==> src/rtl/uart_tx_fifo.sv <==
// uart_tx_fifo: byte FIFO feeding an 8N1 serial transmitter (LSB first).
// The CPU port pushes bytes into the FIFO. The FSM pops the head byte when a frame starts.
// Status for port polling: txready (FIFO not full), busy (frame running or bytes pending),
// and a sticky ovf flag that records a write dropped because the FIFO was full.
module uart_tx_fifo #(
  parameter int CLKS_PER_BIT = 16,
  parameter int FIFO_AW      = 3
) (
  input  logic               m_clock,
  input  logic               p_reset,
  input  logic [7:0]         data,
  input  logic               port_write,
  input  logic               clr_ovf,
  output logic               txready,
  output logic               busy,
  output logic               ovf,
  output logic [FIFO_AW:0]   count,
  output logic               txd
);

  localparam int DEPTH = 1 << FIFO_AW;
  localparam int BW    = $clog2(CLKS_PER_BIT);

  localparam logic [BW-1:0]      BAUD_LAST = BW'(CLKS_PER_BIT - 1);
  localparam logic [BW-1:0]      BAUD_ONE  = BW'(1);
  localparam logic [FIFO_AW:0]   DEPTH_C   = (FIFO_AW + 1)'(DEPTH);
  localparam logic [FIFO_AW:0]   CNT_ONE   = (FIFO_AW + 1)'(1);
  localparam logic [FIFO_AW-1:0] PTR_ONE   = FIFO_AW'(1);

  typedef enum logic [1:0] {
    S_IDLE  = 2'd0,
    S_START = 2'd1,
    S_DATA  = 2'd2,
    S_STOP  = 2'd3
  } state_e;

  state_e               state_q;
  logic [BW-1:0]        baud_q;
  logic [2:0]           bit_q;
  logic [7:0]           shift_q;
  logic                 txd_q;

  logic [7:0]           mem_q [DEPTH];
  logic [FIFO_AW-1:0]   wr_ptr_q, wr_ptr_d;
  logic [FIFO_AW-1:0]   rd_ptr_q, rd_ptr_d;
  logic [FIFO_AW:0]     count_q, count_d;
  logic                 ovf_q, ovf_d;

  logic                 full_s;
  logic                 push_s;
  logic                 drop_s;
  logic                 pop_s;
  logic                 baud_done_s;

  // FIFO control: fullness is judged on the pre-edge count, so a write while full is dropped even if a pop happens on the same edge
  always_comb begin
    full_s      = (count_q == DEPTH_C);
    push_s      = port_write && !full_s;
    drop_s      = port_write && full_s;
    baud_done_s = (baud_q == BAUD_LAST);
    pop_s       = 1'b0;
    case (state_q)
      S_IDLE:  pop_s = (count_q != '0);
      S_STOP:  pop_s = baud_done_s && (count_q != '0);
      default: pop_s = 1'b0;
    endcase
    case ({push_s, pop_s})
      2'b10:   count_d = count_q + CNT_ONE;
      2'b01:   count_d = count_q - CNT_ONE;
      default: count_d = count_q;
    endcase
    if (push_s) begin
      wr_ptr_d = wr_ptr_q + PTR_ONE;
    end else begin
      wr_ptr_d = wr_ptr_q;
    end
    if (pop_s) begin
      rd_ptr_d = rd_ptr_q + PTR_ONE;
    end else begin
      rd_ptr_d = rd_ptr_q;
    end
    if (drop_s) begin
      ovf_d = 1'b1;
    end else if (clr_ovf) begin
      ovf_d = 1'b0;
    end else begin
      ovf_d = ovf_q;
    end
  end

  // FIFO pointers, occupancy and the sticky overflow flag
  always_ff @(posedge m_clock or negedge p_reset) begin
    if (!p_reset) begin
      wr_ptr_q <= '0;
      rd_ptr_q <= '0;
      count_q  <= '0;
      ovf_q    <= 1'b0;
    end else begin
      wr_ptr_q <= wr_ptr_d;
      rd_ptr_q <= rd_ptr_d;
      count_q  <= count_d;
      ovf_q    <= ovf_d;
    end
  end

  // FIFO storage; contents are only meaningful between the pointers, so no reset is needed
  always_ff @(posedge m_clock) begin
    if (push_s) begin
      mem_q[wr_ptr_q] <= data;
    end
  end

  // Frame sequencer; txd is registered from the current state, so it lags each state change by one edge
  always_ff @(posedge m_clock or negedge p_reset) begin
    if (!p_reset) begin
      state_q <= S_IDLE;
      baud_q  <= '0;
      bit_q   <= 3'd0;
      shift_q <= 8'h00;
      txd_q   <= 1'b1;
    end else begin
      case (state_q)
        S_IDLE: begin
          txd_q <= 1'b1;
          if (pop_s) begin
            shift_q <= mem_q[rd_ptr_q];
            baud_q  <= '0;
            state_q <= S_START;
          end
        end
        S_START: begin
          txd_q <= 1'b0;
          if (baud_done_s) begin
            baud_q  <= '0;
            bit_q   <= 3'd0;
            state_q <= S_DATA;
          end else begin
            baud_q <= baud_q + BAUD_ONE;
          end
        end
        S_DATA: begin
          txd_q <= shift_q[0];
          if (baud_done_s) begin
            baud_q  <= '0;
            shift_q <= {1'b0, shift_q[7:1]};
            if (bit_q == 3'd7) begin
              state_q <= S_STOP;
            end else begin
              bit_q <= bit_q + 3'd1;
            end
          end else begin
            baud_q <= baud_q + BAUD_ONE;
          end
        end
        S_STOP: begin
          txd_q <= 1'b1;
          if (baud_done_s) begin
            baud_q <= '0;
            if (pop_s) begin
              shift_q <= mem_q[rd_ptr_q];
              state_q <= S_START;
            end else begin
              state_q <= S_IDLE;
            end
          end else begin
            baud_q <= baud_q + BAUD_ONE;
          end
        end
        default: begin
          txd_q   <= 1'b1;
          state_q <= S_IDLE;
        end
      endcase
    end
  end

  assign txready = (count_q != DEPTH_C);
  assign busy    = (state_q != S_IDLE) || (count_q != '0);
  assign ovf     = ovf_q;
  assign count   = count_q;
  assign txd     = txd_q;

endmodule

==> config.mk <==
export PLATFORM = sky130hd
export DESIGN_NAME = uart_tx_fifo
export DESIGN_NICKNAME = d
export VERILOG_FILES = /design/src/rtl/uart_tx_fifo.sv
export SDC_FILE = /design/constraint.sdc
export NUM_CORES = 1
export LEC_CHECK = 0
export ABC_AREA = 1
export BUFFER_PORTS_ARGS = -buffer_cell sky130_fd_sc_hd__buf_2
export CAP_MARGIN = 20
export CORE_MARGIN = 4
export CORE_UTILIZATION = 40
export DETAILED_ROUTE_END_ITERATION = 16
export GPL_ROUTABILITY_DRIVEN = 0
export SYNTH_ARGS = -nofsm -noshare
export SYNTH_HDL_FRONTEND = slang
export SYNTH_SLANG_ARGS = --single-unit
export TNS_END_PERCENT = 1
==> constraint.sdc <==
create_clock -name m_clock -period 2.55 [get_ports m_clock]
set_input_delay 0.3825 -clock m_clock [delete_from_list [all_inputs] [get_ports m_clock]]
set_output_delay 0.3825 -clock m_clock [all_outputs]
set_load 0.1 [all_outputs]
==> summary.md <==
| Metric | Value |
|---|---|
| Post-CTS setup buffer count | 0 |
| Measured slew at the worst slew-check pin | slightly above 0.9 ns |
| Element type at the critical path end | register |
| Status | completed |
| Number of synthesized flops with an enable pin | 64 |
| Nets | 503 |
| Gr ovfl total | 0 |
| Critical Path AT | between 2 and 3 ns |
| Area growth from synthesis to layout | 11.6% |
| Antenna diode count | 0 |
| Final wirelength | between 8000 and 9000 um |
| Largest area contributor in the netlist | edfxtp_1 |
| GRT Util Overall | 0.144 |
| DR WL/cell | 14.0 um |
| Post-synthesis mux area share | 0 |
| Max-Cap Viols | 0 |
| Clock network fraction of total power | 0.178 |
| Avg Inst Size Synth | roughly 9.6 um^2 |
| Max Root-Sink Buffers | 2 |
| Pint | 3.19 mW |
| RSZ-0062 raised after global routing | false |
| Final instance area | 0.00482 mm^2 |
| Mapped Area | around 0.0043 mm^2 |
| Seq pwr share | 0.375 |
| Yosys Warn Count | 0 |
| Combinational family with the most area after synthesis | simple AND/OR/NAND/NOR gates |
| DP HPWL | 5660 um |
| Post-synthesis compound-gate area fraction | 0.0345 |
| I/O Buffers | 19 |
| First-pass iteration count of the detailed router | 4 |
| Cell Chain, Critical Path | inv_1, ha_1, a21oi_2, nand2_2, inv_2, ha_2, xor2_2, ha_1, a21oi_1, xor2_1, o21ai_0 |
| Flops & latches, synth | between 90 and 100 |
| Layout cells sized above 1 | 0.126 |
| Hold WC Path Type | input port to asynchronous set/reset pin |
| DRC viols | 0 |
| Max Clk Rate | 425 MHz |
| TritonCTS clock tree | yes |
| Kind of critical path | register to register |
| Psw | roughly 2.6 mW |
| Gate power share | 0.446 |
| Post-synth ARST share | 0.312 |
| Row count | 37 |
| Largest net degree at the start of global routing | 34 |
| Core area | roughly 0.010 mm^2 |
| Top FF cell, synth | edfxtp_1 |
| Most instantiated cells after synthesis | 149 x nand2_1, 66 x inv_1, 64 x edfxtp_1 |
| VDD IR max | 0.000495 V |
| Dpl cell area | 0.00460 mm^2 |
| Slew Limit Fails | 0 |
| CTS Buf Count | 9 |
| Die area | between 0.01 and 0.015 mm^2 |
| Sum Neg Setup Slack | 0 ns |
| Power per cell area | approximately 1200 mW/mm^2 |
| Top-count cell post-synth | nand2_1 |
| I/O pin total | 20 |
| Clock sink count | 93 |
| Post-DRT Antenna Nets | 0 |
| Top cells by area, synth | edfxtp_1 44%, dfrtp_1 16%, nand2_1 13% |
| Global-route wire length before repair | between 10000 and 15000 um |
| Die Span X | approximately 110 um |
| H-tree Lvls | 3 |
| Max Clock Skew | approximately 0.011 ns |
| Final hold slack | ~0.045 ns |
| Setup violators final | 0 |
| Inst Count DP | about 600 |
| Vias in the first global route | ~2800 |
| Finished Layout Cells | between 600 and 700 |
| Sw Share | 0.453 |
| Clock Tree Root | clkbuf_8 |
| Post-synthesis instance total | 450 |
| Synth top area share | 0.445 |
| Synth Area in XOR/XNOR | 0.0142 |
| Antenna violations before repair | 0 |
| CP Data Required Time | roughly 2.8 ns |
| Synth unique cells | 28 |
| Static leakage | about 2.2 nW |
| Util after Layout | 0.463 |
| Most used cell, CP | ha_1 |
| Post-synthesis simple-gate area fraction | 0.223 |
| Final Cycle Share | 0.922 |
| Slew HR | 0.387 |
| Sequential share of the synthesized area | 0.613 |
| Delay of the slowest critical-path stage | ~0.43 ns |
| CTS clk-pin slew, worst paths | approximately 0.10 ns |
| Vias/cell | 4.80 |
| Syn nets | 475 |
| Slowest CP cell | dfrtp_1 |
| Vias | 2973 |
| Iter 0 DRT Violations | around 180 |
| Final Hold Violating Endpoints | 0 |
| Post-route minimum period | 2.35 ns |
| Skew-Pair Late Insertion Delay | approximately 0.36 ns |
| CP startpoint kind | register |
| Crit Path Max Fanout | 5 |
| Initial Utilization | 0.415 |
| Die Y | between 100 and 150 um |
| Post-Synth Adder-Cell Area | 0.0376 |
-- path summary, 6_finish.rpt --
| check | from | to | slack (ns) | cells after the start |
|---|---|---|---|---|
| max reg2reg | state_q[0]$_DFFE_PN0P_ | count[2]$_DFFE_PN0P_ | 0.20 | 11 |
| max in group asynchronous | p_reset | count[1]$_DFFE_PN0P_ | 2.02 | 1 |
| min reg2reg | shift_q[5]$_DFFE_PN0P_ | shift_q[5]$_DFFE_PN0P_ | 0.49 | 2 |
| max | state_q[0]$_DFFE_PN0P_ | count[2]$_DFFE_PN0P_ | 0.20 | 11 |
| min in group m_clock | clr_ovf | ovf$_DFFE_PN0P_ | 0.21 | 2 |
| min | p_reset | baud_q[2]$_DFFE_PN0P_ | 0.05 | 1 |
-- area by class of cell --
class / instances / area [um^2]
multi-input cells: 275 / 1350
repair buffers: 30 / 178
fillers: 980 / 5600
clock inverters: 7 / 82.6
flip-flops and latches: 93 / 2650
clock buffers: 9 / 124
well taps: 136 / 170
inverters: 69 / 259
-- flip-flops by register name (all words and copies together), names as in the netlist --
register / count
baud_q: 4
bit_q: 3
count: 4
mem_q: 64
ovf: 1
rd_ptr_q: 3
shift_q: 8
state_q: 2
txd: 1
wr_ptr_q: 3
-- logic make-up after synthesis --
logic type / Yosys count
and+or+nand+nor: 231
xor gates and xnor gates: 7
adders and majority gates: 13
DFF: 93
AOI/OAI and AO/OA: 24
buffers and inverters: 82
-- critical path, delay by kind of cell (launching register included) --
family,cells,cell delay (ns)
fa+ha+maj,3,0.76
flops,1,0.43
compound gates,3,0.36
xor+xnor,2,0.35
buf+inv,2,0.22
simple gates,1,0.15
-- stage by stage --
step	total power, mW	setup WS [ns]
floorplan	4.22	0.0387
global placement	4.77	0.228
detailed placement	4.83	0.112
CTS	5.87	0.0913
global route	6.30	0.0142
finish	5.83	0.199
-- power by group through the flow --
stage	clock (mW)	sequential, mW	combinational [mW]
after global placement	0	2.21	2.56
final	1.04	2.19	2.60
after global routing	1.14	2.24	2.92
after detailed placement	0	2.22	2.61
after floorplan	0	2.48	1.74
after CTS	1.06	2.19	2.62
-- metal layers --
| metal | up-vias | part of all wire | GRT usage | wire, um |
|---|---|---|---|---|
| met1 | 1410 | 0.43 | 0.185 | 3730 |
| met3 | 12 | 0.042 | 0.0201 | 368 |
| met5 | - | 0 | 0 | 0 |
| met2 | 50 | 0.51 | 0.249 | 4460 |
| li1 | 1501 | - | - | - |
| met4 | 0 | 0.014 | 0.0535 | 125 |
-- timing repair --
item                                    CTS  global route
hold buffers                              0             0
resized for setup                         0             3
endpoints found under the setup margin    0             2
endpoints found under the hold margin     0             0
-- cell usage in the layout (no fill, tap or decap) --
cell type / count
nand3_1: 53
edfxtp_1: 64
xnor2_1: 1
a21oi_4: 1
a21oi_1: 5
inv_2: 2
nor2_1: 20
clkinv_4: 2
nand2_1: 149
nor2_2: 2
inv_1: 65
a32o_1: 2
dfrtp_1: 24
a21oi_2: 1
nand3_4: 1
clkbuf_8: 9
xor2_2: 1
dfrtp_2: 4
inv_8: 2
nand4_1: 2
buf_4: 11
nand3_2: 1
inv_6: 1
bufinv_16: 1
dfstp_2: 1
nor3_1: 1
ha_2: 1
o31ai_1: 1
buf_2: 19
or2_1: 1
o21ai_0: 12
nand2_2: 1
o21ai_1: 1
clkinv_1: 3
ha_1: 12
o22ai_1: 1
xor2_1: 5
No activity file was read; power rests on OpenSTA's default activity.
